**config.mk**
```make
export PLATFORM = sky130hd
export DESIGN_NAME = fetch_npc
export DESIGN_NICKNAME = d
export VERILOG_FILES = /design/src/rtl/fetch_npc_pkg.sv /design/src/rtl/fetch_npc_predecode.sv /design/src/rtl/fetch_npc.sv
export SDC_FILE = /design/constraint.sdc
export NUM_CORES = 1
export LEC_CHECK = 0
export CAP_MARGIN = 20
export CORE_MARGIN = 5
export CORE_UTILIZATION = 50
export DETAILED_ROUTE_END_ITERATION = 7
export PLACE_DENSITY = 0.82
export SYNTH_ARGS = -nofsm -noshare
export SYNTH_HDL_FRONTEND = slang
export SYNTH_HIERARCHICAL = 1
export SYNTH_SLANG_ARGS = --single-unit
```
**constraint.sdc**
```tcl
create_clock -name clk -period 3.9 [get_ports clk]
set_input_delay 0.39 -clock clk [delete_from_list [all_inputs] [get_ports clk]]
set_output_delay 0.39 -clock clk [all_outputs]
set_load 0.05 [all_outputs]
```
**src/rtl/fetch_npc_pkg.sv**
```systemverilog
// Shared fetch-stage types: state encoding, RAS entry, predecode record and
// MIPS opcode fields used to spot calls, returns and immediate jumps.
package fetch_npc_pkg;

  typedef logic [31:0] virt_t;

  localparam virt_t RESET_PC = 32'hBFC0_0000;

  typedef enum logic [1:0] {
    SEQ,
    DS_REQ,
    DS_RSP
  } fetch_state_e;

  typedef struct packed {
    logic  valid;
    virt_t data;
  } ras_t;

  typedef struct packed {
    logic  is_call;
    logic  is_ret;
    logic  is_jimm;
    virt_t imm_target;
  } predecode_t;

  localparam logic [5:0] OP_SPECIAL = 6'b000000;
  localparam logic [5:0] OP_REGIMM  = 6'b000001;
  localparam logic [5:0] OP_J       = 6'b000010;
  localparam logic [5:0] OP_JAL     = 6'b000011;

  localparam logic [5:0] FN_JR      = 6'b001000;
  localparam logic [5:0] FN_JALR    = 6'b001001;

  localparam logic [4:0] RT_BLTZAL  = 5'b10000;
  localparam logic [4:0] RT_BGEZAL  = 5'b10001;
  localparam logic [4:0] REG_RA     = 5'd31;

endpackage

```
**src/rtl/fetch_npc_predecode.sv**
```systemverilog
// Combinational predecoder: classifies an I-cache word as call, return or
// immediate jump and forms the J/JAL region target from PC+4.
module fetch_npc_predecode
  import fetch_npc_pkg::*;
(
  input  logic [31:0] inst,
  input  logic [31:0] pc,
  output predecode_t  pd
);

  logic [5:0] op;
  logic [5:0] funct;
  logic [4:0] rs;
  logic [4:0] rt;
  logic [4:0] rd;
  virt_t      pc_plus4;
  logic       unused_pc_low;

  assign op       = inst[31:26];
  assign rs       = inst[25:21];
  assign rt       = inst[20:16];
  assign rd       = inst[15:11];
  assign funct    = inst[5:0];
  assign pc_plus4 = pc + 32'd4;

  // J/JAL only replace the low 28 bits; the region comes from the delay slot PC.
  assign unused_pc_low = ^pc_plus4[27:0];

  always_comb begin
    pd            = '0;
    pd.imm_target = {pc_plus4[31:28], inst[25:0], 2'b00};
    pd.is_jimm    = (op == OP_J) || (op == OP_JAL);
    pd.is_call    = (op == OP_JAL)
                 || ((op == OP_REGIMM) && ((rt == RT_BGEZAL) || (rt == RT_BLTZAL)))
                 || ((op == OP_SPECIAL) && (funct == FN_JALR) && (rd == REG_RA));
    pd.is_ret     = (op == OP_SPECIAL) && (funct == FN_JR) && (rs == REG_RA);
  end

endmodule

```
**src/rtl/fetch_npc.sv**
```systemverilog
// Next-PC generator for the MIPS fetch stage: issues I-cache requests, filters
// responses against the expected path, predicts jumps/returns and tracks the delay slot.
module fetch_npc #(
  parameter fetch_npc_pkg::virt_t RESET_PC = fetch_npc_pkg::RESET_PC
) (
  input  logic                 clk,
  input  logic                 reset,
  input  logic                 flush,
  input  logic [31:0]          flush_pc,
  output logic                 req_valid,
  output logic [31:0]          req_pc,
  input  logic                 req_ready,
  input  logic                 rsp_valid,
  input  logic [31:0]          rsp_pc,
  input  logic [31:0]          rsp_inst,
  output logic                 rsp_ready,
  output logic                 out_valid,
  output logic [31:0]          out_pc,
  output logic [31:0]          out_inst,
  input  logic                 out_ready,
  output logic                 ras_push_req,
  output logic                 ras_pop_req,
  output logic [31:0]          ras_push_data,
  input  fetch_npc_pkg::ras_t  ras_top
);

  import fetch_npc_pkg::*;

  fetch_state_e state, state_nxt;
  virt_t        pc, pc_nxt;
  virt_t        exp_pc, exp_pc_nxt;
  virt_t        tgt, tgt_nxt;

  predecode_t   pd;
  logic         fire;
  logic         accept;
  logic         in_seq;
  logic         taken;
  virt_t        p_plus4;
  virt_t        pred_tgt;

  fetch_npc_predecode u_predecode (
    .inst (rsp_inst),
    .pc   (rsp_pc),
    .pd   (pd)
  );

  assign req_valid = !reset && !flush;
  assign req_pc    = pc;
  assign rsp_ready = out_ready;
  assign fire      = req_valid && req_ready;
  assign accept    = !reset && !flush && rsp_valid && out_ready && (rsp_pc == exp_pc);
  assign in_seq    = (state == SEQ);
  assign p_plus4   = rsp_pc + 32'd4;

  // A return is only predicted when the stack actually holds an entry.
  assign taken    = accept && in_seq && (pd.is_jimm || (pd.is_ret && ras_top.valid));
  assign pred_tgt = pd.is_jimm ? pd.imm_target : ras_top.data;

  always_ff @(posedge clk) begin
    if (reset) begin
      state  <= SEQ;
      pc     <= RESET_PC;
      exp_pc <= RESET_PC;
      tgt    <= '0;
    end else begin
      state  <= state_nxt;
      pc     <= pc_nxt;
      exp_pc <= exp_pc_nxt;
      tgt    <= tgt_nxt;
    end
  end

  always_comb begin
    state_nxt  = state;
    pc_nxt     = pc;
    exp_pc_nxt = exp_pc;
    tgt_nxt    = tgt;
    if (flush) begin
      pc_nxt     = flush_pc;
      exp_pc_nxt = flush_pc;
      state_nxt  = SEQ;
    end else begin
      case (state)
        SEQ: begin
          if (fire)   pc_nxt     = pc + 32'd4;
          if (accept) exp_pc_nxt = p_plus4;
          if (taken) begin
            tgt_nxt = pred_tgt;
            // Delay slot not yet on its way: hold pc there until it is requested.
            if ((pc == p_plus4) && !fire) begin
              state_nxt = DS_REQ;
            end else begin
              pc_nxt    = pred_tgt;
              state_nxt = DS_RSP;
            end
          end
        end
        DS_REQ: begin
          if (fire) begin
            pc_nxt    = tgt;
            state_nxt = DS_RSP;
          end
        end
        DS_RSP: begin
          if (fire) pc_nxt = pc + 32'd4;
          if (accept) begin
            exp_pc_nxt = tgt;
            state_nxt  = SEQ;
          end
        end
        default: state_nxt = SEQ;
      endcase
    end
  end

  always_comb begin
    out_valid     = accept;
    out_pc        = rsp_pc;
    out_inst      = rsp_inst;
    ras_push_req  = accept && in_seq && pd.is_call;
    ras_pop_req   = accept && in_seq && pd.is_ret;
    ras_push_data = ras_push_req ? (rsp_pc + 32'd8) : 32'd0;
  end

endmodule

```
==> metrics.md <==
| Metric | Value |
|---|---|
| Share of cells above drive strength 1 | `0.151` |
| Placed insts | `1,703` |
| Max Root-Sink Buffers | `2` |
| Async SR Flop Fraction | `0` |
| CTS root buffer | `clkbuf_16` |
| EDFF count, synth | `0` |
| Met2 GRT Util | `0.515` |
| Largest net degree at the start of global routing | `52` |
| Worst path cell trace | `clkdlybuf4s50_1 -> nand2_1 -> or4_1 -> nor3_1 -> xnor3_1 -> nand3_1 -> o31ai_4 -> buf_12 -> buf_12 -> mux2i_1 -> a211oi_1` |
| Critical path capture point type | `flip-flop` |
| Critical Path Slowest Stage Cell | `clkdlybuf4s50_1` |
| Count of cell types in the netlist | `85` |
| Worst path most repeated cell | `buf_12` |
| Worst clock skew | `0.0142 ns` |
| Mapped cell area | `9900 µm²` |
| Fmax | `0.273 GHz` |
| Hold Path Sink | `tgt[13]` |
| Critical Path Start Type | `input port` |
| First drt pass iteration count | `5` |
| Yosys warns | `6` |
| RR Endpoint | `req_pc[30]` |
| Status | `finished clean` |
| Final ANT Viol Nets | `0` |
| Worst vdd ir | `213 µV` |
| Leak | `4.98 nW` |
| Vias | `10,421` |
| Drt initial violations | `1,004` |
| Slowest stage delay, CP | `0.74 ns` |
| Psw | `1.10 mW` |
| Max Cap Violations | `0` |
| CTS sink count | `98` |
| Starting density of the core | `0.509` |
| Worst R2R Setup Slack | `0.79 ns` |
| RSZ-0062 raised after global routing | `no` |
| Clock share of power | `0.295` |
| Synth Instances | `1,286` |
| Setup TNS | `0 ns` |
| Final setup vio count | `0` |
| Hold path cells | `2` |
| Slew HR | `0.432` |
| CTS tree | `built` |
| Hold Buf Count CTS | `0` |
| CP Class | `in2reg` |
| Tmin final | `3.66 ns` |
| Antenna violations before repair | `0` |
| Global-route wire length before repair | `56.1 mm` |
| Area post-placement | `12,700 µm²` |
| Mean post-synth cell area | `7.70 µm²` |
| CTS Buf Count | `9` |
| Vias per cell | `6.06` |
| Core Rows | `51` |
| Worst-Margin Slew | `0.849 ns` |
| Sequential fraction of the synthesis area | `0.198` |
| Hold WS | `0.476 ns` |
| Tot GR Track Use | `0.316` |
| Worst EP required | `4.17 ns` |
| Final #Nets | `1,590` |
| Met3 Use GR | `0.0611` |
| H-tree Lvls | `3` |
| Worst-Skew Late Latency | `0.36 ns` |
| Syn-to-layout area delta | `31.6%` |
| Final slew viol count | `0` |
| Core ar. | `19,500 µm²` |
| Number of buffers added on ports | `267` |
| Vias in the first global route | `10,108` |
| Antenna cells | `0` |
| Seq pwr share | `0.369` |
| Die W | `151 µm` |
| Period utilization | `0.939` |
| Clk slew on worst S/H paths | `0.08 ns` |
| Final-report hold violation count | `0` |
| Comb power frac | `0.336` |
| HPWL Detailed | `29.6 mm` |
| Post-Route WL | `37.1 mm` |
| Die height | `151 µm` |
| Top_reg_cell synth | `dfxtp_1` |
| Worst Hold Class | `in2reg` |
| Grt ovf | `0` |
| Non-filler instance count after layout | `1,719` |
| Cells on worst reg2reg path | `10` |
| Sw frac | `0.363` |
| Post-route cell area | `13,000 µm²` |
| Pwr per Cell Area | `233 nW/µm²` |
| DRC Markers | `0` |
| Largest fanout on the critical path | `12` |
| Die area | `22,700 µm²` |
| Wire per inst | `21.6 µm` |
| Io pins | `268` |
| Routability Congestion | `0.996` |
| Min-delay src | `reset` |
| FF-to-FF Start | `req_pc[9]` |
| Crit path arrival time | `3.93 ns` |
| Register bit total from synthesis | `98` |
| Grt peak-use layer | `met2` |
| Met1 Use GR | `0.407` |
| Internal power | `1.93 mW` |
==> logic make-up (layout without fill, tap and decap cells) <==
| family | count (synthesis) | after routing | synth area share |
|---|---|---|---|
| buffers and inverters | 247 | 414 | 0.142 |
| flip-flops | 98 | 98 | 0.198 |
| AO/OA/AOI/OAI | 264 | 264 | 0.177 |
| XOR/XNOR | 139 | 139 | 0.130 |
| other | 1 | 2 | 0.000379 |
| adder cells (fa/ha/maj) | 6 | 6 | 0.00758 |
| AND/OR/NAND/NOR | 422 | 422 | 0.231 |
| multiplexers | 109 | 109 | 0.115 |
==> placed cells by master (no fill, tap or decap), drive strengths merged, types with 5 or more instances in the layout <==
cell,instances
a211oi,30
a21boi,16
a21o,6
a21oi,70
a221oi,18
a31oi,6
and2,11
and3,11
buf,125
clkbuf,10
clkdlybuf4s50,230
dfxtp,98
ha,6
inv,45
mux2,37
mux2i,72
nand2,77
nand2b,18
nand3,32
nand4,36
nor2,136
nor3,28
nor3b,5
nor4,29
o211ai,11
o21a,6
o21ai,60
or2,5
or3,13
or4,5
xnor2,77
xnor3,5
xor2,57
==> per-layer routing <==
metal	vias up	routed length, µm
met5	-	0
met4	0	1620
met3	126	3680
met2	648	17000
met1	4868	14800
li1	4779	-
==> synthesized netlist by cell type, drive strengths merged (4+ instances only) <==
library cell / count / area [µm²]
xnor2: 77 / 674
nor3b: 5 / 37.5
a21boi: 16 / 120
or3: 13 / 86.3
o21ai: 60 / 300
and3: 11 / 68.8
nor4: 29 / 243
xor2: 57 / 499
and4: 4 / 35.0
inv: 43 / 161
a31oi: 6 / 37.5
a211oi: 30 / 225
nor2: 136 / 518
and2: 11 / 70.1
o211ai: 11 / 82.6
dfxtp: 98 / 1960
clkbuf: 66 / 251
a221oi: 18 / 158
nand3: 32 / 160
nand4: 36 / 325
nand2b: 18 / 113
o21a: 6 / 45.0
a22oi: 4 / 30.0
or4: 5 / 41.3
xnor3: 5 / 113
mux2: 37 / 417
ha: 6 / 75.1
nor3: 28 / 161
buf: 138 / 993
a21o: 6 / 45.0
mux2i: 72 / 721
nand2: 77 / 292
a22o: 4 / 35.0
a2111oi: 4 / 41.3
a21oi: 70 / 350
or2: 5 / 33.8
==> per-stage QoR <==
stage	power, mW	worst slack (ns)	util
final	3.03	0.240	0.670
after global routing	3.13	0.0507	0.670
after CTS	3.03	0.157	0.669
after detailed placement	2.14	-0.128	0.655
after global placement	2.13	0.0796	0.655
after floorplan	1.77	0.0888	-
==> flip-flops by register name (all words and copies together) (netlist names) <==
signal  cells
tgt        32
exp_pc     32
req_pc     32
state       2
==> what timing repair did <==
item	in CTS	in global routing
resized for setup	0	2
buffers inserted	0	0
hold endpoints to repair	0	0
setup endpoints to repair	0	2
==> power groups by stage <==
stage	combinational [mW]	clock [mW]	sequential, mW
floorplan	0.594	0	1.18
global placement	0.996	0	1.14
detailed placement	1.00	0	1.14
CTS	1.01	0.901	1.12
global route	1.07	0.937	1.12
finish	1.02	0.895	1.12
==> area by class of cell <==
type                            count  area (µm²)
Timing Repair Buffer              355        3710
Fill cell                        1627        6420
Sequential cell                    98        1960
Inverter                           43         161
Clock buffer                       10         239
Clock inverter                      6        48.8
Multi-Input combinational cell    942        6580
Tap cell                          265         332
==> critical path, delay by kind of cell <==
kind	cells	cell delay [ns]
simple gates	4	1.50
buf+inv	3	1.09
mux	1	0.09
compound gates	2	0.63
xor+xnor	1	0.22
==> how the worst max path moves through the flow <==
stage / to / cells past startpoint / from / slack, ns
5_1_grt: req_pc[0] / 12 / rsp_pc[13] / 0.05
2_1_floorplan: ras_push_data[23] / 8 / reset / 0.09
4_1_cts: ras_push_data[31] / 11 / rsp_pc[11] / 0.16
3_5_place_dp: req_pc[30] / 11 / rsp_pc[13] / -0.13
3_3_place_gp: req_pc[0] / 12 / rsp_pc[13] / 0.08
6_report: req_pc[2] / 11 / rsp_pc[9] / 0.24
Power figures use the tool's default switching activity.
